[src/rtl/ifu32_fetch.sv]
// ifu32_fetch: instruction fetch unit for the GPC32 core.
// Owns the fetch PC, issues in-order word requests, buffers returned words with
// their PC in a DEPTH-entry FIFO and hands them to decode over valid/ready.
// A redirect flushes the FIFO and drops responses still in flight.
// Optional feature macro: IFU32_BYPASS_EN -- when defined, a response arriving
// while the FIFO is empty is presented to decode combinationally in the same cycle.
module ifu32_fetch #(
  parameter int               INST_MAX = 32,
  parameter int               WIDTH    = 32,
  parameter logic [WIDTH-1:0] PC_START = 32'h8000_0000,
  parameter int               DEPTH    = 2
) (
  input  logic                clk,
  input  logic                rst,
  input  logic                redirect_valid,
  input  logic [WIDTH-1:0]    redirect_pc,
  output logic                mem_req_valid,
  input  logic                mem_req_ready,
  output logic [WIDTH-1:0]    mem_req_addr,
  input  logic                mem_rsp_valid,
  input  logic [INST_MAX-1:0] mem_rsp_data,
  output logic                inst_valid,
  input  logic                inst_ready,
  output logic [INST_MAX-1:0] inst,
  output logic [WIDTH-1:0]    inst_pc
);

  localparam int AW = (DEPTH > 1) ? $clog2(DEPTH) : 1;
  localparam int CW = $clog2(DEPTH + 1);
  localparam logic [CW:0]   DEPTH_W = (CW+1)'(DEPTH);
  localparam logic [CW-1:0] FULL_W  = CW'(DEPTH);

  localparam logic [0:0] S_FETCH = 1'b0;
  localparam logic [0:0] S_FLUSH = 1'b1;

  logic [0:0]       state_q, state_d;
  logic [WIDTH-1:0] fpc_q, fpc_d;     // next address to request
  logic [WIDTH-1:0] rpc_q, rpc_d;     // PC of the next kept response
  logic [CW-1:0]    infl_q, infl_d;   // requests accepted, response not yet seen
  logic [CW-1:0]    drop_q, drop_d;   // stale responses still to discard
  logic [CW-1:0]    cnt_q, cnt_d;     // FIFO occupancy
  logic [AW-1:0]    wp_q, wp_d, rp_q, rp_d;

  logic [DEPTH-1:0][INST_MAX-1:0] fifo_data_q;
  logic [DEPTH-1:0][WIDTH-1:0]    fifo_pc_q;

  logic req_fire, rsp_keep, head_valid, push, pop;
  logic [INST_MAX-1:0] head_inst;
  logic [WIDTH-1:0]    head_pc;

  // Credit check counts words in flight plus words buffered; a same-cycle pop
  // is deliberately not credited so the request path never sees inst_ready.
  assign mem_req_valid = rst && (state_q == S_FETCH) &&
                         (({1'b0, infl_q} + {1'b0, cnt_q}) < DEPTH_W);
  assign mem_req_addr  = fpc_q;
  assign req_fire      = mem_req_valid && mem_req_ready;

  // A response is kept only when nothing stale is pending and no redirect is
  // killing it in this very cycle.
  assign rsp_keep   = mem_rsp_valid && (drop_q == '0) && !redirect_valid;
  assign head_valid = (cnt_q != '0);
  assign head_inst  = head_valid ? fifo_data_q[rp_q] : '0;
  assign head_pc    = head_valid ? fifo_pc_q[rp_q]   : '0;
  assign pop        = head_valid && inst_ready;

`ifdef IFU32_BYPASS_EN
  logic byp;
  // Empty FIFO: forward the arriving word straight to decode.
  assign byp        = rst && rsp_keep && !head_valid;
  assign inst_valid = head_valid || byp;
  assign inst       = head_valid ? head_inst : (byp ? mem_rsp_data : '0);
  assign inst_pc    = head_valid ? head_pc   : (byp ? rpc_q : '0);
  assign push       = rsp_keep && !(byp && inst_ready);
`else
  assign inst_valid = head_valid;
  assign inst       = head_inst;
  assign inst_pc    = head_pc;
  assign push       = rsp_keep;
`endif

  // Next-state: counters, pointers, PCs and the FETCH/FLUSH machine.
  always_comb begin
    state_d = state_q;
    fpc_d   = fpc_q;
    rpc_d   = rpc_q;
    drop_d  = drop_q;
    wp_d    = wp_q;
    rp_d    = rp_q;
    cnt_d   = cnt_q;
    infl_d  = infl_q + CW'(req_fire) - CW'(mem_rsp_valid);
    if (redirect_valid) begin
      // Everything in flight after this edge is stale, including a request
      // firing now; a response arriving now is already accounted for.
      fpc_d   = redirect_pc & ~WIDTH'(3);
      rpc_d   = redirect_pc & ~WIDTH'(3);
      drop_d  = infl_d;
      wp_d    = '0;
      rp_d    = '0;
      cnt_d   = '0;
      state_d = (infl_d != '0) ? S_FLUSH : S_FETCH;
    end else begin
      if (req_fire)
        fpc_d = fpc_q + WIDTH'(4);
      if (mem_rsp_valid && (drop_q != '0))
        drop_d = drop_q - CW'(1);
      if (push) begin
        wp_d  = wp_q + AW'(1);
        rpc_d = rpc_q + WIDTH'(4);
      end
`ifdef IFU32_BYPASS_EN
      else if (rsp_keep)
        rpc_d = rpc_q + WIDTH'(4);
`endif
      if (pop)
        rp_d = rp_q + AW'(1);
      cnt_d = cnt_q + CW'(push) - CW'(pop);
      if ((state_q == S_FLUSH) && (drop_d == '0))
        state_d = S_FETCH;
    end
  end

  // Control state with synchronous active-low reset; reset beats redirect.
  always_ff @(posedge clk) begin
    if (!rst) begin
      state_q <= S_FETCH;
      fpc_q   <= PC_START;
      rpc_q   <= PC_START;
      infl_q  <= '0;
      drop_q  <= '0;
      cnt_q   <= '0;
      wp_q    <= '0;
      rp_q    <= '0;
    end else begin
      state_q <= state_d;
      fpc_q   <= fpc_d;
      rpc_q   <= rpc_d;
      infl_q  <= infl_d;
      drop_q  <= drop_d;
      cnt_q   <= cnt_d;
      wp_q    <= wp_d;
      rp_q    <= rp_d;
    end
  end

  // FIFO storage; contents are only visible through cnt_q so no reset needed.
  always_ff @(posedge clk) begin
    if (push) begin
      fifo_data_q[wp_q] <= mem_rsp_data;
      fifo_pc_q[wp_q]   <= rpc_q;
    end
  end

`ifndef SYNTHESIS
  // Responses must match an outstanding request and never hit a full FIFO.
  a_rsp_outstanding: assert property (@(posedge clk) disable iff (!rst)
    mem_rsp_valid |-> (infl_q != '0));
  a_rsp_not_full: assert property (@(posedge clk) disable iff (!rst)
    rsp_keep |-> (cnt_q != FULL_W));
`endif

endmodule

[config.mk]
export PLATFORM = sky130hd
export DESIGN_NAME = ifu32_fetch
export DESIGN_NICKNAME = d
export VERILOG_FILES = /design/src/rtl/ifu32_fetch.sv
export SDC_FILE = /design/constraint.sdc
export NUM_CORES = 1
export LEC_CHECK = 0
export CAP_MARGIN = 30
export CELL_PAD_IN_SITES_DETAIL_PLACEMENT = 1
export CELL_PAD_IN_SITES_GLOBAL_PLACEMENT = 2
export CORE_ASPECT_RATIO = 0.7
export CORE_MARGIN = 5
export CORE_UTILIZATION = 37
export DETAILED_ROUTE_END_ITERATION = 8
export DONT_BUFFER_PORTS = 1
export GPL_TIMING_DRIVEN = 1
export PLACE_DENSITY_LB_ADDON = 0.1
export SYNTH_ARGS = -nofsm -noshare
export SYNTH_HDL_FRONTEND = slang
export SYNTH_SLANG_ARGS = --single-unit
[constraint.sdc]
create_clock -name clk -period 4.3 [get_ports clk]
set_input_delay 0.43 -clock clk [delete_from_list [all_inputs] [get_ports clk]]
set_output_delay 0.43 -clock clk [all_outputs]
set_load 0.03 [all_outputs]
Word level (Yosys, flattened, before mapping)
Cells that the tools add are included.
- register bits: 201
- bits in latches: 0
- RAM bits: 0
- ROM bits: 0
- input port bits: 70
- output and inout bits: 98
- memories kept: 0
- $add $sub $neg: 10
- multipliers: 0
- divide/modulo/power cells: 0
- $lt $le $gt $ge: 4
- equal/unequal tests: 0
- shift-type cells: 0
- muxes and demuxes: 20
- bitwise logic cells: 2
- reduce and logical (&&, ||, !) cells: 19
- operator list (kind ; count):
    $mux W32 ; 11
    $bwmux W64 ; 2
    $add A32 B3 Y32 const B ; 2
    $demux W32 S1 ; 1
    $reduce_bool A2 Y1 ; 6
    $logic_and A1 B1 Y1 ; 9
    $mux W2 ; 3
    $add A2 B1 Y2 ; 2
    $logic_not A2 Y1 ; 2
    $lt A1 B2 Y1 const B ; 2
    $sub A2 B1 Y2 ; 2
    $add A2 B2 Y3 ; 1
    $lt A3 B2 Y1 const B ; 1
    $mux W1 ; 3
    $add A1 B1 Y1 const B ; 2
    $not A1 Y1 ; 2
    $reduce_or A2 Y1 ; 1
    $sub A2 B1 Y2 const B ; 1
    $ge A1 B1 Y1 const B ; 1
    $logic_not A1 Y1 ; 1

Logic depth before layout (Yosys ltp)
- depth in word-level cells: 9
- gate-level depth with buffers: 14

Worst setup path after synthesis
Ideal clock, no wire load.
- path type: input to register
- from: input redirect_valid
- to: register fifo_data_q[0] (netlist bit) (enable)
- setup time: 0.482 ns
- arrival time: 3.744 ns
- required time: 3.818 ns
- setup slack: 0.073 ns
- stages on the path: 5
- cells stage by stage: inv_1 clkbuf_1 clkbuf_1 nand2_1 nor2_1
- cells in the longest elaborated chain, start to end: 2
- RTL lines (item ; RTL line ; text):
    from (decl) ; 15 ; input logic redirect_valid,
    $logic_not A1 Y1 ; 60 ; assign rsp_keep = mem_rsp_valid && (drop_q == '0) && !redirect_valid;
    $logic_and A1 B1 Y1 ; 60 ;
    to (signal, indexed assignment) ; 148 ; fifo_data_q[wp_q] <= mem_rsp_data;
    to (decl) ; 44 ; logic [DEPTH-1:0][INST_MAX-1:0] fifo_data_q;
No other way between the ends.
A chain may end at the register's enable or synchronous reset.

Final worst setup path
- from: register cnt_q[0]
- to: register drop_q[1]
- cells in the longest elaborated chain, start to end: 7
- RTL lines (item ; RTL line ; text):
    from (decl) ; 41 ; logic [CW-1:0] cnt_q, cnt_d;
    from (signal assigned) ; 139 ; cnt_q <= cnt_d;
    $add A2 B2 Y3 ; 54 ; (({1'b0, infl_q} + {1'b0, cnt_q}) < DEPTH_W);
    $lt A3 B2 Y1 ; 54 ;
    $logic_and A1 B1 Y1 ; 53 ; assign mem_req_valid = rst && (state_q == S_FETCH) &&
    $logic_and A1 B1 Y1 ; 56 ; assign req_fire = mem_req_valid && mem_req_ready;
    $add A2 B1 Y2 ; 90 ; infl_d = infl_q + CW'(req_fire) - CW'(mem_rsp_valid);
    $sub A2 B1 Y2 ; 90 ;
    $mux W2 ; 91 ; if (redirect_valid) begin
    to (signal assigned) ; 138 ; drop_q <= drop_d;
    to (decl) ; 40 ; logic [CW-1:0] drop_q, drop_d;
No other way between the ends.

==> metrics <==
status finished, final reports clean; leak pwr 2.874 nW; clock-pin slew on the worst setup and hold paths 80 ps; WL final 20.81 mm; DIE WIDTH 189.0 µm; VDD IR max 0.0002911 V; Root Buffer clkbuf_16; Critical Path Start cnt_q[0]; Synth Instances 703; Placer Congestion 0.7966; Starting Density 0.3797; critical path type reg -> reg; RR Endpoint drop_q[1]; Synth Register Bits 193; Post-CTS Setup Bufs 0; GR Overflow Total 0; reg2reg path depth 13; Top Ports 168; CTS resizes 0; vias post-DR 5199; maximum fanout along the worst path 5; Pwr Total 0.004189 W; vias per inst 5.273; post-DP HPWL 15.22 mm; minimum clock period 3222 ps; first-pass GRT wire length 32.33 mm; core area 21850 µm²; crit-path leading delay family simple AND/OR/NAND/NOR gates; CP Data Arrival Time 3540 ps; fill count 2320; final hold violations 0; met1 GRT Util 0.2389; final hold slack 83.97 ps; CP max stage cell fa_1; Worst Hold Class in -> reg; commonest non-fill, non-tap cell in the layout edfxtp_1; number of synthesized flops with an enable pin 124; number of global-route vias before repair 5439; total CTS buffers 17; Cell variety after synth 39; Max Freq 310.3 MHz; cell depth of the worst min-delay path 0; initial antenna violation count 1; type of origin of the critical path register; period utilization 0.7494; relative slew slack 0.3672; # H-tree levels 4; Layout area overhead 10.05%; unrepaired setup endpoints after global routing no; Max Cap Viol 0; fin. max-slew vios 0; Post-DRT Antenna Nets 0; CTS tree built; fraction of registers with async set/reset 0; DRC viols 0; worst path cell trace and2_1 > fa_1 > nor4b_4 > buf_4 > and2_1 > inv_4 > ha_1 > inv_1 > ha_1 > xor2_1 > xnor2_1 > mux2i_1 > and2_1; Reg2Reg Setup Slack 1080 ps; Bufs on Longest Clock Path 2; Die ar. 25560 µm²; clock sink count 193; Synth Flop Type edfxtp_1; Clock Latency Late Sink 440 ps; crit-path max cell delay 450 ps; Worst-Margin Slew 947.0 ps; Initial DRT Pass Iterations 5; CP bufs+invs 3; sum of negative setup slack 0 ps; Routed wire per std cell 21.11 µm; Antenna diodes 0; origin of the worst min-delay path mem_rsp_data[29]; Hold-fix buffers, CTS 0; Critical Path Most Common Cell and2_1; layout cells sized above 1 0.07386; Port Buf Inserts 0; Final Net Count 769; Seq/Total Area, Yosys 0.6154; syn_area_per_cell 11.80 µm²; power per cell area 458.9 nW/µm²; M3 GR Usage 0.05951; most frequent cells in the layout edfxtp_1, nor2_1, dfxtp_1; routing usage on met2 0.2283; GRT Util Overall 0.1630; final setup vio count 0; num rows 45; CP Capture Type register; Final Util 0.4179; Die H 135.3 µm; Most Used Layer, Global Route met1; Min-Delay Endpoint fifo_data_q[29]; largest net degree at the start of global routing 70; Worst EP required 4620 ps; Synth Warn # 0; skew final 11.65 ps; Synth Cell Area 8295 µm²; DR iter-0 viols 238; Reg-to-Reg Start cnt_q[0]
==> synth_stat cells (11+ instances only) <==
cell,instances,area share
xor2_1,16,0.017
clkbuf_1,26,0.012
nand2_1,29,0.013
mux2i_1,65,0.078
nand4_1,16,0.012
edfxtp_1,124,0.45
dfxtp_1,69,0.17
nor4_1,11,0.0083
inv_1,11,0.0050
nor3_1,19,0.011
and3_1,13,0.0098
o21ai_0,33,0.020
a21oi_1,57,0.034
xnor2_1,46,0.049
nand3_1,27,0.016
nor2_1,82,0.037
==> report_power, final <==
group | total (W) | leakage [nW] | internal (W) | switching, W
clock | 0.00154 | 0.283 | 0.000781 | 0.000759
sequential | 0.00224 | 1.71 | 0.00210 | 0.000140
combinational | 0.000411 | 0.879 | 0.000129 | 0.000282
==> state kept, by name, summed over array words and instances (netlist names) <==
name and count:
wp_q 1, fifo_data_q 64, rpc_q 30, drop_q 2
state_q 1, rp_q 1, cnt_q 2, infl_q 2
fifo_pc_q 60, mem_req_addr 30
==> final cells by class <==
cell class                 instances  area (µm²)  area share
clock buffer                      18       429.2     0.04701
sequential                       193        5109      0.5596
inverter                          12       47.55    0.005208
tap                              282       352.8     0.03865
timing repair buffer               7       52.55    0.005757
multi-input combinational        460        2987      0.3272
clock inverter                    14       151.4     0.01658
==> worst max-delay path by stage <==
stage,depth (start not counted),endpoint
floorplan,5,fifo_data_q[0]
global placement,13,drop_q[1]
detailed placement,13,drop_q[1]
CTS,13,drop_q[1]
global route,13,drop_q[1]
finish,13,drop_q[1]
==> per-layer routing <==
metal | part of all wire | wire, µm | up-vias
met5 | 0.00034 | 7 | -
met4 | 0.0091 | 189 | 2
met3 | 0.080 | 1660 | 16
met2 | 0.41 | 8551 | 136
met1 | 0.50 | 10400 | 2542
li1 | - | - | 2503
==> stage by stage <==
step	cells	cell area [µm²]	worst slack, ps
floorplan	706	8307	73.35
global placement	954	8548	1138
detailed placement	954	8548	1079
CTS	986	9129	1032
global route	986	9129	854.1
finish	986	9129	1078
==> worst reg2reg max path, stage by stage, from the launching register on <==
cell     delay [ps]
dfxtp_1         400
and2_1          160
fa_1            450
nor4b_4         290
buf_4           240
and2_1          320
inv_4            90
ha_1            280
inv_1            40
ha_1            170
xor2_1          150
xnor2_1         260
mux2i_1         110
and2_1          170
==> cell families (layout without fill, tap and decap cells) <==
logic type,count (synthesis),in the layout,synth area share
AND/OR/NAND/NOR,226,226,0.1392
XOR/XNOR,62,62,0.06546
other,1,4,0.0004521
flip-flops,193,193,0.6154
adder cells (fa/ha/maj),8,8,0.01297
AO/OA/AOI/OAI,93,93,0.05747
multiplexers,67,67,0.08115
buffers and inverters,53,51,0.02790
Note: power is estimated with default switching activity, not from simulation.
